==> src/rtl/param_serializer.sv <==
// Parallel-to-serial converter: loads a DATA_WIDTH-bit word on Data_Valid & ~busy and
// shifts one bit per ser_en cycle, LSB- or MSB-first. Define SER_PARITY_EN for load-time parity.
module param_serializer #(
    parameter int DATA_WIDTH = 8,
    parameter bit MSB_FIRST  = 1'b0,
    parameter int CNT_W      = $clog2(DATA_WIDTH)
) (
    input  logic                  clk,
    input  logic                  rst,
    input  logic [DATA_WIDTH-1:0] P_DATA,
    input  logic                  Data_Valid,
    input  logic                  busy,
    input  logic                  ser_en,
    input  logic                  par_type,
    output logic                  ser_data,
    output logic                  ser_done,
    output logic [CNT_W-1:0]      bit_cnt,
    output logic                  par_bit
);

    localparam logic [CNT_W-1:0] LAST_IDX = CNT_W'(DATA_WIDTH - 1);

    logic [DATA_WIDTH-1:0] shift_reg;
    logic [DATA_WIDTH-1:0] shift_next;
    logic [DATA_WIDTH-1:0] shifted;
    logic [CNT_W-1:0]      cnt_reg;
    logic [CNT_W-1:0]      cnt_next;
    logic                  load;

    // A load is only accepted between frames; Data_Valid during a frame is dropped.
    assign load = Data_Valid & ~busy;

    generate
        if (MSB_FIRST) begin : g_msb
            assign shifted = {shift_reg[DATA_WIDTH-2:0], 1'b0};
        end else begin : g_lsb
            assign shifted = {1'b0, shift_reg[DATA_WIDTH-1:1]};
        end
    endgenerate

    always_comb begin
        shift_next = shift_reg;
        cnt_next   = cnt_reg;
        if (load) begin
            shift_next = P_DATA;
            cnt_next   = '0;
        end else if (ser_en) begin
            shift_next = shifted;
            cnt_next   = (cnt_reg == LAST_IDX) ? '0 : cnt_reg + CNT_W'(1);
        end else begin
            // Pausing restarts the index but keeps the partially shifted data.
            cnt_next = '0;
        end
    end

    always_ff @(posedge clk) begin
        if (rst) begin
            shift_reg <= '0;
            cnt_reg   <= '0;
        end else begin
            shift_reg <= shift_next;
            cnt_reg   <= cnt_next;
        end
    end

    assign ser_data = MSB_FIRST ? shift_reg[DATA_WIDTH-1] : shift_reg[0];
    assign ser_done = (cnt_reg == LAST_IDX) & ser_en;
    assign bit_cnt  = cnt_reg;

`ifdef SER_PARITY_EN
    logic par_reg;

    always_ff @(posedge clk) begin
        if (rst) begin
            par_reg <= 1'b0;
        end else if (load) begin
            par_reg <= (^P_DATA) ^ par_type;
        end
    end

    assign par_bit = par_reg;
`else
    logic unused_par_type;
    assign unused_par_type = par_type;
    assign par_bit         = 1'b0;
`endif

endmodule

==> config.mk <==
export PLATFORM = sky130hd
export DESIGN_NAME = param_serializer
export DESIGN_NICKNAME = d
export VERILOG_FILES = /design/src/rtl/param_serializer.sv
export SDC_FILE = /design/constraint.sdc
export NUM_CORES = 1
export LEC_CHECK = 0
export CAP_MARGIN = 5
export CORE_MARGIN = 2
export CORE_UTILIZATION = 25
export DETAILED_ROUTE_END_ITERATION = 10
export REMOVE_ABC_BUFFERS = 1
export SLEW_MARGIN = 20
export SYNTH_ARGS = -nofsm -noshare
export SYNTH_HDL_FRONTEND = slang
export SYNTH_SLANG_ARGS = --single-unit
==> constraint.sdc <==
create_clock -name clk -period 1.8 [get_ports clk]
set_input_delay 0.27 -clock clk [delete_from_list [all_inputs] [get_ports clk]]
set_output_delay 0.27 -clock clk [all_outputs]
set_load 0.05 [all_outputs]
==> summary.txt, run 1 <==
Min path
  • Worst Hold Launch: bit_cnt[0]
  • Worst Hold Depth: 1
  • Hold Crit Class: reg -> reg

Critical path
  • Worst EP required: roughly 1.5 ns
  • Worst setup startpoint: bit_cnt[2]
  • CP max stage cell: clkdlybuf4s50_1
  • Crit Path Max Fanout: 2
  • Worst Setup End Kind: output port
  • Critical Path, Cell by Cell: clkdlybuf4s50_1
  • Worst reg2reg path depth: 4
  • Number of cells on the critical path: 1
  • Family with the most delay on the worst path: buffers and inverters
  • Crit start category: flop
  • R2r startpoint: bit_cnt[0]
  • Worst EP arrival: 1.41 ns
  • Crit path kind: reg -> out
  • Worst Path Buf+Inv: 1
  • CP max stage delay: about 0.80 ns

Power
  • Combinational share of power: 0.197
  • Reg power frac: 0.490
  • Maximum VDD drop: 0.202 mV
  • Clock power frac: 0.313
  • Power per Cell Area: 697 nW/um2
  • Switch Pwr: 0.141 mW
  • Sw frac: 0.261
  • Leakage: 0.312 nW
  • P_int: 0.398 mW

STA
  • Fmax: about 600 MHz
  • Post-route minimum period: 1.68 ns
  • Clock Skew: 0.00344 ns
  • RSZ-0062 raised after global routing: no
  • Final setup violation count: 0
  • Slew @ Worst Pin: 0.499 ns
  • Max Slew Vio Count: 0
  • Final Hold Viols: 0
  • Slew headroom: 0.667
  • Worst setup margin: 0.125 ns
  • Final critical-path share of the clock period: 0.931
  • Setup TNS Final: 0 ns

Cells and area
  • Fill count: 201
  • Largest register FFs: 8
  • Layout cells sized above 1: 0.246
  • Syn-to-layout area delta: 40.5%
  • Diodes inserted: 0
  • # nets final: 86
  • Commonest non-fill, non-tap cells in the layout: clkdlybuf4s50_1, dfxtp_1, mux2i_1, nor2_1, a211oi_2
  • Most common cell after layout, fill and taps aside: clkdlybuf4s50_1

Synthesis
  • YS warnings: 0
  • Cell accounting for the most synthesized area: dfxtp_1
  • Post-synthesis cell count: 49
  • Sequential share of the synthesized area: 0.400
  • Synth top area share: 0.400
  • Top cells by area, synth: dfxtp_1, a211oi_2, mux2i_1, nor2_1, ha_1
  • Synth cell types: 15
  • Syn Area/Cell: 11.2 um2
  • Number of synthesized register bits: 11
  • Mapped cell area: roughly 550 um2

Global route
  • Met2 Use GR: 0.123
  • GRT Overall Usage: 0.0892
  • Global-route wire length before repair: 1.71 mm
  • Met3 usage: 0.0439
  • Met1 Use GR: 0.110
  • Number of global-route vias before repair: ~390
  • Initial antenna violation count: 0
  • Grt ovf: 0
  • Largest net degree at the start of global routing: 16
  • GRT busiest layer: met2

Die
  • Initial cell density of the core: 0.272
  • Die height: 50.9 um
  • Die ar.: 2590 um2
  • DIE WIDTH: 50.9 um
  • Top Ports: 20
  • Core box area: between 2000 and 2500 um2
  • Std-Cell Rows: 16

Place
  • PortBufs: 17
  • Placer Congestion: 0.661
  • Worst slack, placed: 0.315 ns
  • Hpwl dp: 793 um

Drt
  • Vias per inst: 4.16
  • Antenna-violating nets left: 0
  • WL per Instance: 10.6 um
  • Via count: between 300 and 400
  • Drc violations: 0
  • TritonRoute pass-1 iters: 2
  • Total Routed Length: between 1 and 1.5 mm
  • 1st-iter DRT viols: 1

Clocking
  • Root buf cell: clkbuf_4
  • Setup bufs post-CTS: 0
  • H-tree depth: 1
  • Clock latency on the worst-skew pair: 0.27 ns
  • Post_cts resized: 0
  • Clk buf depth: 2
  • CTS clock-pin slew for the worst setup and hold paths: 0.07 ns
  • CTS tree: yes
  • # hold bufs at CTS: 0
  • Total CTS buffers: 3
  • Num Clock Sinks: 11

Job
  • Max_cap viols: 0

Run status
  • Status: finished, final reports clean
-- kinds of logic after synthesis --
group           synth area share
buf+inv                   0.0682
simple gates               0.184
flops                      0.400
other cells              0.00681
compound gates             0.168
fa+ha+maj                 0.0454
mux                        0.127
-- cell usage after synthesis, drive strengths merged --
master and instances:
a21oi 1, and2 3, buf 4, dfxtp 11, ha 2, nand3b 1, mux2i 7, nor2 7
conb 1, nand2 1, nor4b 1, nor2b 2, a211oi 7, nand2b 1
-- stage by stage --
stage,hold WS [ns],instances,total power [mW],util,area [um2]
2_1_floorplan,0.335,45,0.323,-,513
3_3_place_gp,0.437,92,0.376,0.369,747
3_5_place_dp,0.439,92,0.377,0.369,747
4_1_cts,0.455,96,0.548,0.382,773
5_1_grt,0.482,96,0.568,0.382,773
6_report,0.451,96,0.539,0.382,773
-- final timing paths --
check / endpoint / slack, ns
min reg2reg: bit_cnt[0] / 0.45
max reg2reg: bit_cnt[0] / 0.54
max: bit_cnt[2] / 0.12
min: bit_cnt[0] / 0.45
-- power by group through the flow --
| stage | clock [mW] | sequential (mW) | combinational, mW |
|---|---|---|---|
| after floorplan | 0 | 0.280 | 0.0431 |
| after global placement | 0 | 0.269 | 0.106 |
| after detailed placement | 0 | 0.269 | 0.107 |
| after CTS | 0.176 | 0.264 | 0.108 |
| after global routing | 0.188 | 0.266 | 0.114 |
| final | 0.169 | 0.264 | 0.106 |
-- per-layer routing --
metal  vias to the layer above  wire length, um
met5                         -                0
met4                         0                8
met3                         2               81
met2                        13              451
met1                       174              474
li1                        210                -
-- area by class of cell --
cell class,instances,area (um2),share of cell area
flip-flops and latches,11,220,0.285
multi-input cells,34,293,0.379
clock buffers,4,26.3,0.0340
well taps,27,33.8,0.0437
repair buffers,20,200,0.259
Note: power is estimated with default switching activity, not from simulation.
==> run 2: changes to the inputs <==
clock period = 1.5 ns   (was 1.8 ns; I/O delays follow)
==> summary.txt, run 2 (synthesis gave the netlist of run 1 again) <==
Cells and area
  • Syn-to-layout area delta: 47.7%
  • Most common cell after layout, fill and taps aside: clkdlybuf4s50_1
  • Layout cells sized above 1: 0.380
  • Largest register FFs: 8
  • # nets final: between 80 and 90
  • Final Util: 0.402
  • Commonest non-fill, non-tap cells in the layout: clkdlybuf4s50_1, dfxtp_1, buf_4
  • Diodes inserted: 0
  • Fill count: 211

Clocking
  • CTS clock-pin slew for the worst setup and hold paths: ~0.070 ns
  • Setup bufs post-CTS: 0
  • CTS tree: yes
  • Post_cts resized: 2
  • # hold bufs at CTS: 0
  • Total CTS buffers: 3
  • H-tree depth: 1
  • Clock latency on the worst-skew pair: ~0.26 ns
  • Clk buf depth: 2
  • Num Clock Sinks: 11
  • Root buf cell: clkbuf_4

Job
  • Max_cap viols: 0

Global route
  • Grt ovf: 0
  • Initial antenna violation count: 0
  • Number of global-route vias before repair: 407
  • Largest net degree at the start of global routing: 16
  • GRT Overall Usage: 0.0958
  • Global-route wire length before repair: ~1.8 mm

Die
  • DIE WIDTH: slightly above 50 um
  • Top Ports: 20
  • Std-Cell Rows: 16
  • Die ar.: 2590 um2
  • Die height: 50.9 um
  • Initial cell density of the core: 0.272
  • Core box area: 2020 um2

Place
  • Hpwl dp: 784 um
  • PortBufs: 17
  • Placer Congestion: 0.676

Critical path
  • Crit Path Max Fanout: 2
  • Crit start category: flop
  • Critical Path, Cell by Cell: ha_2, ha_4, and2_4, buf_12
  • CP max stage cell: dfxtp_2
  • Worst Setup End Kind: output port
  • Crit path kind: reg -> out
  • Worst Path Buf+Inv: 1
  • Family with the most delay on the worst path: adder cells
  • Worst EP arrival: 1.22 ns
  • Worst EP required: around 1.3 ns
  • CP max stage delay: between 0.3 and 0.4 ns

Drt
  • Antenna-violating nets left: 0
  • Total Routed Length: a little over 1 mm
  • Via count: ~420
  • WL per Instance: 10.5 um
  • 1st-iter DRT viols: 6
  • TritonRoute pass-1 iters: 3
  • Vias per inst: 4.30
  • Drc violations: 0

STA
  • RSZ-0062 raised after global routing: no
  • Post-route minimum period: 1.44 ns
  • Clock Skew: 0.000891 ns
  • Final setup violation count: 0
  • Hold Slack: ~0.50 ns
  • Max Slew Vio Count: 0
  • Fmax: between 600 and 700 MHz
  • Final critical-path share of the clock period: 0.963
  • Final Hold Viols: 0

Power
  • Maximum VDD drop: ~0.53 mV
  • Power per Cell Area: 805 nW/um2
  • Leakage: 0.328 nW

Min path
  • Hold Crit Class: reg -> reg

Run status
  • Status: finished, final reports clean
run 2: changes by cell type in the layout (fill, tap and decap cells not counted), sizes merged:
cell	previous run	this run
buf	5	10
clkdlybuf4s50	15	12
run 2: area by class of cell:
type / count / area, um2 / share of cell area
multi-input cells: 34 / 310 / 0.382
well taps: 27 / 33.8 / 0.0415
flip-flops and latches: 11 / 223 / 0.274
clock buffers: 4 / 26.3 / 0.0323
repair buffers: 22 / 220 / 0.271
run 2: worst min-delay path: cells and delay by family, from the launching register on:
| family | cells | cell delay, ns |
|---|---|---|
| DFF | 1 | 0.31 |
| and+or+nand+nor | 1 | 0.08 |
| AOI/OAI and AO/OA | 1 | 0.06 |
run 2: where the power goes:
part	total (mW)	leakage (nW)	internal (mW)	switching (mW)
Combinational	0.135	0.222	0.0725	0.0627
Sequential	0.317	0.0912	0.309	0.00791
Clock	0.203	0.0150	0.103	0.100
run 2: worst paths after layout:
path / start / to / slack, ns / depth (start not counted)
min reg2reg: shift_reg[7] / shift_reg[7] / 0.50 / 2
max: bit_cnt[0] / ser_done / 0.06 / 4
min: shift_reg[7] / shift_reg[7] / 0.50 / 2
max reg2reg: bit_cnt[0] / bit_cnt[0] / 0.30 / 4
run 2: through the flow:
| stage | instance area, um2 | TNS [ns] | instances | power (mW) | setup slack (ns) |
|---|---|---|---|---|---|
| floorplan | 513 | -0.220 | 45 | 0.388 | -0.220 |
| global placement | 767 | 0 | 94 | 0.458 | 0.0719 |
| detailed placement | 767 | 0 | 94 | 0.459 | 0.0699 |
| CTS | 798 | 0 | 98 | 0.669 | 0.00691 |
| global route | 813 | 0 | 98 | 0.696 | 0.0121 |
| finish | 813 | 0 | 98 | 0.655 | 0.0552 |
run 2: routing by layer:
metal  global-route usage  share of wire  up-vias
li1                     -              -      216
met1                0.116           0.47      190
met2                0.143           0.43       13
met3               0.0556          0.088        2
met4               0.0270         0.0078        0
met5                    0              0        -
==> run 3: changes to the inputs <==
DONT_BUFFER_PORTS = 1   (was default)
==> summary.txt, run 3 (synthesis gave the netlist of run 1 again) <==
Run status
  • Status: finished, final reports clean

Cells and area
  • # nets final: 72
  • FF/Latch Area: 223 um2
  • Most common cell after layout, fill and taps aside: dfxtp_1
  • Final instance area: 653 um2
  • Largest register FFs: 8
  • Syn-to-layout area delta: 18.6%
  • Combined area of the multi-input logic cells: 310 um2
  • Fill count: about 210
  • Layout cells sized above 1: 0.400
  • Diodes inserted: 0
  • Commonest non-fill, non-tap cells in the layout: dfxtp_1, mux2i_1, nor2_1, a211oi_2, buf_4

Critical path
  • Crit start category: flop
  • Worst EP required: 1.27 ns
  • Worst Setup End Kind: output port
  • Worst EP arrival: 1.22 ns
  • Crit Path Max Fanout: 2
  • Crit path kind: reg -> out

Die
  • Core box area: 2020 um2
  • Top Ports: 20
  • Die ar.: 2590 um2
  • DIE WIDTH: between 50 and 60 um
  • Initial cell density of the core: 0.272
  • Std-Cell Rows: 16
  • Die height: 50.9 um

STA
  • Max Slew Vio Count: 0
  • Post-route minimum period: 1.44 ns
  • Final critical-path share of the clock period: 0.961
  • Final setup violation count: 0
  • Fmax: 694 MHz
  • Final Hold Viols: 0
  • Worst setup margin: 0.0592 ns
  • RSZ-0062 raised after global routing: no
  • Clock Skew: 0.00273 ns

Clocking
  • Root buf cell: clkbuf_4
  • Setup bufs post-CTS: 0
  • CTS clock-pin slew for the worst setup and hold paths: ~0.070 ns
  • Clock latency on the worst-skew pair: between 0.2 and 0.3 ns
  • CTS tree: yes
  • H-tree depth: 1
  • Num Clock Sinks: 11
  • Total CTS buffers: 3
  • Clk buf depth: 2

Place
  • Dpl cell area: 597 um2
  • Worst slack, placed: between 0.2 and 0.25 ns
  • PortBufs: 0
  • Placer Congestion: about 0.65

Global route
  • Grt ovf: 0
  • Largest net degree at the start of global routing: 16
  • Global-route wire length before repair: approximately 1.4 mm
  • Initial antenna violation count: 0
  • GRT Overall Usage: 0.0761
  • Number of global-route vias before repair: 358

Job
  • Max_cap viols: 0

Power
  • Leakage: 0.257 nW
  • Maximum VDD drop: between 0.2 and 0.3 mV
  • Total Power: 0.595 mW
  • Power per Cell Area: 910 nW/um2

Drt
  • Vias per inst: 4.41
  • 1st-iter DRT viols: 0
  • Antenna-violating nets left: 0
  • Via count: between 300 and 400
  • Drc violations: 0
  • TritonRoute pass-1 iters: 1
  • WL per Instance: 11.2 um
  • Total Routed Length: 920 um

Min path
  • Hold Crit Class: in -> reg
[run 3: layout make-up]
type,count,share of cell area
Tap cell,27,0.0517
Clock buffer,4,0.0402
Sequential cell,11,0.341
Multi-Input combinational cell,34,0.475
Timing Repair Buffer,6,0.0920
[run 3: repair_timing]
| action | 4_1_cts | 5_1_grt |
|---|---|---|
| cloned | 0 | 0 |
| endpoints found under the hold margin | 0 | 4 |
| gates resized for setup | 2 | 4 |
| setup endpoints to repair | 1 | 1 |
| hold buffers | 0 | 1 |
[run 3: worst paths after layout]
check | from | end | slack (ns) | cells past startpoint
min reg2reg | shift_reg[7] | shift_reg[7] | 0.49 | 2
max reg2reg | bit_cnt[0] | bit_cnt[0] | 0.30 | 4
min | rst | shift_reg[4] | 0.02 | 1
max | bit_cnt[0] | ser_done | 0.06 | 4
[run 3: report_power, final]
part / total [mW] / leakage (nW) / internal (mW) / switching, mW
Sequential: 0.317 / 0.0912 / 0.309 / 0.00802
Clock: 0.196 / 0.0150 / 0.103 / 0.0930
Combinational: 0.0821 / 0.151 / 0.0355 / 0.0466
[run 3: through the flow]
| step | util | instances | hold slack, ns | TNS, ns |
|---|---|---|---|---|
| after CTS | 0.311 | 81 | 0.0101 | 0 |
| after global routing | 0.323 | 82 | 0.00116 | 0 |
| after floorplan | - | 45 | 0.290 | -0.220 |
| after global placement | 0.295 | 77 | 0.292 | 0 |
| after detailed placement | 0.295 | 77 | 0.293 | 0 |
| final | 0.323 | 82 | 0.0215 | 0 |
[run 3: metal layers]
layer,track usage,vias up,share of wire
li1,-,182,-
met1,0.0783,167,0.41
met2,0.113,11,0.49
met3,0.0468,2,0.087
met4,0.0541,0,0.015
met5,0,-,0
[run 3: critical path, stage by stage (launching register included)]
cell and delay [ns]:
dfxtp_2 0.32, ha_2 0.19, ha_4 0.16, and2_4 0.14, buf_12 0.14
